===== src/rtl/add_pkg.sv =====
// add_pkg: shared widths, FSM state and pipeline entry types for the 4-bit
// adder, its checker and the bench.
// Optional feature macro: ADD_CHK_CAPTURE_EN adds operand fields to each
// pipeline entry so the first failing transaction can be reported.
package add_pkg;

  localparam int OP_W  = 4;
  localparam int SUM_W = 5;

  typedef enum logic [1:0] {
    IDLE  = 2'd0,
    FILL  = 2'd1,
    CHECK = 2'd2,
    HALT  = 2'd3
  } add_chk_state_e;

  typedef struct packed {
    logic             vld;
    logic [SUM_W-1:0] exp;
`ifdef ADD_CHK_CAPTURE_EN
    logic [OP_W-1:0]  a;
    logic [OP_W-1:0]  b;
`endif
  } add_chk_entry_t;

  // Full-width expected sum; the carry is kept so 15+15 yields 30.
  function automatic logic [SUM_W-1:0] exp_sum(input logic [OP_W-1:0] op_a,
                                               input logic [OP_W-1:0] op_b);
    return {1'b0, op_a} + {1'b0, op_b};
  endfunction

endpackage


===== src/rtl/add_chk_pipe.sv =====
// add_chk_pipe: LATENCY-deep shift register of expectation entries.
// Stage 0 loads every edge; the last stage is what the comparator sees.
module add_chk_pipe
  import add_pkg::*;
#(
  parameter int LATENCY = 1
) (
  input  logic           clk,
  input  logic           rst_n,
  input  add_chk_entry_t din,
  output add_chk_entry_t dout,
  output logic           upstream_busy
);

  add_chk_entry_t stage_r [LATENCY];

  // Shift entries one stage per edge; reset discards everything in flight.
  always_ff @(posedge clk) begin
    if (!rst_n) begin
      for (int i = 0; i < LATENCY; i++) begin
        stage_r[i] <= '0;
      end
    end else begin
      stage_r[0] <= din;
      for (int i = 1; i < LATENCY; i++) begin
        stage_r[i] <= stage_r[i-1];
      end
    end
  end

  assign dout = stage_r[LATENCY-1];

  // Any valid entry still upstream of the last stage keeps the pipe busy.
  always_comb begin
    upstream_busy = 1'b0;
    for (int i = 0; i < LATENCY - 1; i++) begin
      upstream_busy = upstream_busy | stage_r[i].vld;
    end
  end

endmodule


===== config.mk =====
export PLATFORM = sky130hd
export DESIGN_NAME = add_chk_pipe
export DESIGN_NICKNAME = d
export VERILOG_FILES = /design/src/rtl/add_pkg.sv /design/src/rtl/add_chk_pipe.sv
export SDC_FILE = /design/constraint.sdc
export NUM_CORES = 1
export LEC_CHECK = 0
export CAP_MARGIN = 20
export CORE_AREA = 4 4 41 43
export DETAILED_ROUTE_END_ITERATION = 6
export DIE_AREA = 0 0 45 47
export PLACE_DENSITY = 0.51
export RECOVER_POWER = 100
export SETUP_SLACK_MARGIN = 0.4
export SYNTH_ARGS = -nofsm -noshare
export SYNTH_HDL_FRONTEND = slang
export SYNTH_SLANG_ARGS = --single-unit

===== constraint.sdc =====
create_clock -name clk -period 0.8 [get_ports clk]
set_input_delay 0.16 -clock clk [delete_from_list [all_inputs] [get_ports clk]]
set_output_delay 0.16 -clock clk [all_outputs]
set_load 0.005 [all_outputs]

**Word-level counts from Yosys, hierarchy flattened**

Memories as Yosys holds them, arrays and structs flattened.
Index checks and enable logic that the tools add are counted.

- Multiplexer cells: 4
- Reduce and logical (&&, ||, !) cells: 1

Operator list:

| kind | number |
|---|---|
| $mux 6 | 1 |
| $reduce_or 6->1 | 1 |
| $mux 1 | 3 |

- Flip-flop bits (word level): 0
- Memory bits (writable): 6
- Input port bits: 8
- Output and inout bits: 7
- Logic and storage cells: 6
- Memories kept: 1

Memory list:

| memory | words | width | read ports | clocked after memory_dff | wr ports | line | source |
|---|---|---|---|---|---|---|---|
| stage_r | 1 | 6 | 1 | 0 | 1 | add_chk_pipe.sv:15 | `add_chk_entry_t stage_r [LATENCY];` |

**Logic depth before layout (Yosys ltp)**

- Word-level depth: 3
- Depth in mapped cells: 1
- Gate-level depth less buffers: 1

**Worst setup path after synthesis**

Ideal clock, no wire load.

- Path kind: reg2out
- Start point: memory stage_r[0][0] (netlist name)
- End point: output port dout[0] (netlist name)
- Arrival: 0.298 ns
- Data required time: 0.640 ns
- Path slack: 0.342 ns
- Stages on the path, launching flop included: 1
- Cell sequence: dfxtp_1

- Word-level cells in the longest chain between the ends: 1

RTL lines:

| what | line | source |
|---|---|---|
| start, declared | add_chk_pipe.sv:15 |  |
| $mem_v2 1x6 | n/a |  |
| end, declared | add_chk_pipe.sv:11 | `output add_chk_entry_t dout,` |

No other way between the ends.

==> impl_metrics.py <==
metrics = {
    "final_layout": {
        "fin_util": 0.248,
        "regMostFlops": "stage_r",
        "fillers": 146,
        "top_regs": "stage_r (6)",
        "drive_above_1_share": 0.552,
        "area_delta_synth_final_pct": 91.1,
        "largest_register_ffs": 6,
        "antenna_cells": 0,
        "fin_nets": 39,
    },
    "clock_network": {
        "clockBufferDepth": 2,
        "cts_tree": "done",
        "path_clk_slew_ns": 0.04,
        "cts-htree-levels": 1,
        "cts_hold_buf": 0,
        "ctsRootBufferMaster": "clkbuf_4",
        "clock_sinks": 6,
        "numCtsBuffers": 3,
    },
    "critical_path": {
        "critPathMaxStageDelay_ns": 0.30,
        "critPathTopFamily": "flip-flops",
        "crit_path_end_kind": "output port",
        "crit_chain": "buf_2",
        "critPathKind": "reg -> out",
        "crit_path_max_fanout": 1,
        "cp_slowest_cell": "dfxtp_2",
        "cp-start-kind": "flip-flop",
        "worst_ep_arrival_time_ns": 0.66,
        "cp.required_ns": 0.64,
        "crit_buf_inv": 1,
    },
    "logic_synthesis": {
        "syn_area_um2": 169,
        "synth_seq_cells": 6,
        "synthCells": 14,
        "syn_area_per_cell_um2": 12.1,
        "synth-seq-area-share": 0.711,
        "ys_types": 4,
        "synth_fp_nets": 22,
        "ys_warn_count": 0,
    },
    "timing": {
        "fmax_ghz": 1.22,
        "post-route-min-period_ns": 0.818,
        "rsz0062_at_grt": "yes",
        "drv_slew": 0,
        "hold_viol": 0,
        "setup_violations": 6,
        "final.period_utilization": 1.02,
        "worst_slack_ns": -0.0181,
    },
    "job": {
        "drv_cap": 0,
    },
    "drt": {
        "drt_iter0_markers": 2,
        "finalWirelength_um": 376,
        "ant_nets": 0,
        "viasPerCell": 3.09,
        "vias": 136,
        "wl_per_cell_um": 8.55,
        "drc": 0,
        "firstDrtPassIters": 2,
    },
    "outcome": {
        "violations": "setup timing",
        "status": "complete, but fails checks",
    },
    "power": {
        "leakagePower_nw": 0.153,
        "ir_drop_mv": 0.621,
        "power_density_nw_per_um2": 2050,
    },
    "floorplan": {
        "ioPinCount": 15,
        "initial_utilization": 0.130,
        "core_um2": 1300,
        "die-area_um2": 2120,
        "die_h_um": 47,
        "row_count": 13,
        "fp.dieW_um": 45,
    },
    "grt": {
        "track_usage": 0.0411,
        "gr-total-overflow": 0,
        "grt_start_max_net_pins": 7,
        "grt_pass1_wl_um": 496,
        "grt_antenna_before_repair": 0,
        "grt_pass1_vias": 136,
    },
    "placement": {
        "gp_congestion": 0.630,
        "dp_slack_ns": -0.155,
        "numPortBuffers": 13,
    },
    "hold_path": {
        "hp-class": "in -> reg",
    },
}
layer usage:
layer | track usage | vias up | part of all wire
met1 | 0.0342 | 51 | 0.47
met5 | 0 | - | 0
li1 | - | 70 | -
met3 | 0.0536 | 0 | 0.24
met4 | 0.0526 | 0 | 0
met2 | 0.0395 | 15 | 0.30
report_power, final:
| part | leakage [nW] | switching [mW] | internal (mW) |
|---|---|---|---|
| clock | 0.0138 | 0.104 | 0.169 |
| sequential | 0.0516 | 0.00641 | 0.319 |
| combinational | 0.0879 | 0.0177 | 0.0453 |
| total | 0.153 | 0.128 | 0.534 |
area by class of cell:
class / count / area, um^2 / share of cell area
flip-flops and latches: 6 / 128 / 0.395
repair buffers: 13 / 113 / 0.349
multi-input cells: 7 / 41.3 / 0.128
clock buffers: 3 / 22.5 / 0.0698
well taps: 15 / 18.8 / 0.0581
stage by stage:
| stage | instance area, um^2 | std cells | hold WS, ns | setup TNS (ns) | total power [mW] |
|---|---|---|---|---|---|
| finish | 323 | 44 | 0.176 | -0.0921 | 0.662 |
| global route | 323 | 44 | 0.199 | -0.223 | 0.695 |
| CTS | 317 | 44 | 0.232 | -0.186 | 0.677 |
| detailed placement | 318 | 41 | 0.736 | -1.50 | 0.411 |
| global placement | 318 | 41 | 0.723 | -1.36 | 0.408 |
| floorplan | 176 | 14 | 0.282 | 0 | 0.345 |
cells in the mapped netlist (all sizes together):
cell type  number  area (um^2)
and2            6         37.5
dfxtp           6          120
conb            1         3.75
buf             1         7.51
final timing paths:
check	startpoint	to	slack (ns)	cells after the start
max	stage_r[0][0]$_SDFF_PN0_	dout[0]	-0.02	1
min	rst_n	stage_r[0][0]$_SDFF_PN0_	0.18	2
cell families (layout without fill, tap and decap cells):
group / after synthesis / count (layout) / synth area share
flip-flops: 6 / 6 / 0.711
AND/OR/NAND/NOR: 6 / 6 / 0.222
other: 1 / 1 / 0.0222
buffers and inverters: 1 / 16 / 0.0445
placed cells by master, fill, tap and decap left out:
cell / Yosys / routed
and2_1: 6 / 5
buf_2: 0 / 3
buf_6: 0 / 4
dlygate4sd2_1: 0 / 6
conb_1: 1 / 1
and2_0: 0 / 1
dfxtp_2: 0 / 6
clkbuf_4: 0 / 3
timing repair:
item                                   4_1_cts  5_1_grt
setup endpoints to repair                   12        9
buffers inserted                             0        0
endpoints found under the hold margin        0        0
resized for setup                           35        4
pin swaps                                    5        0
(Power assumes the default switching activity.)
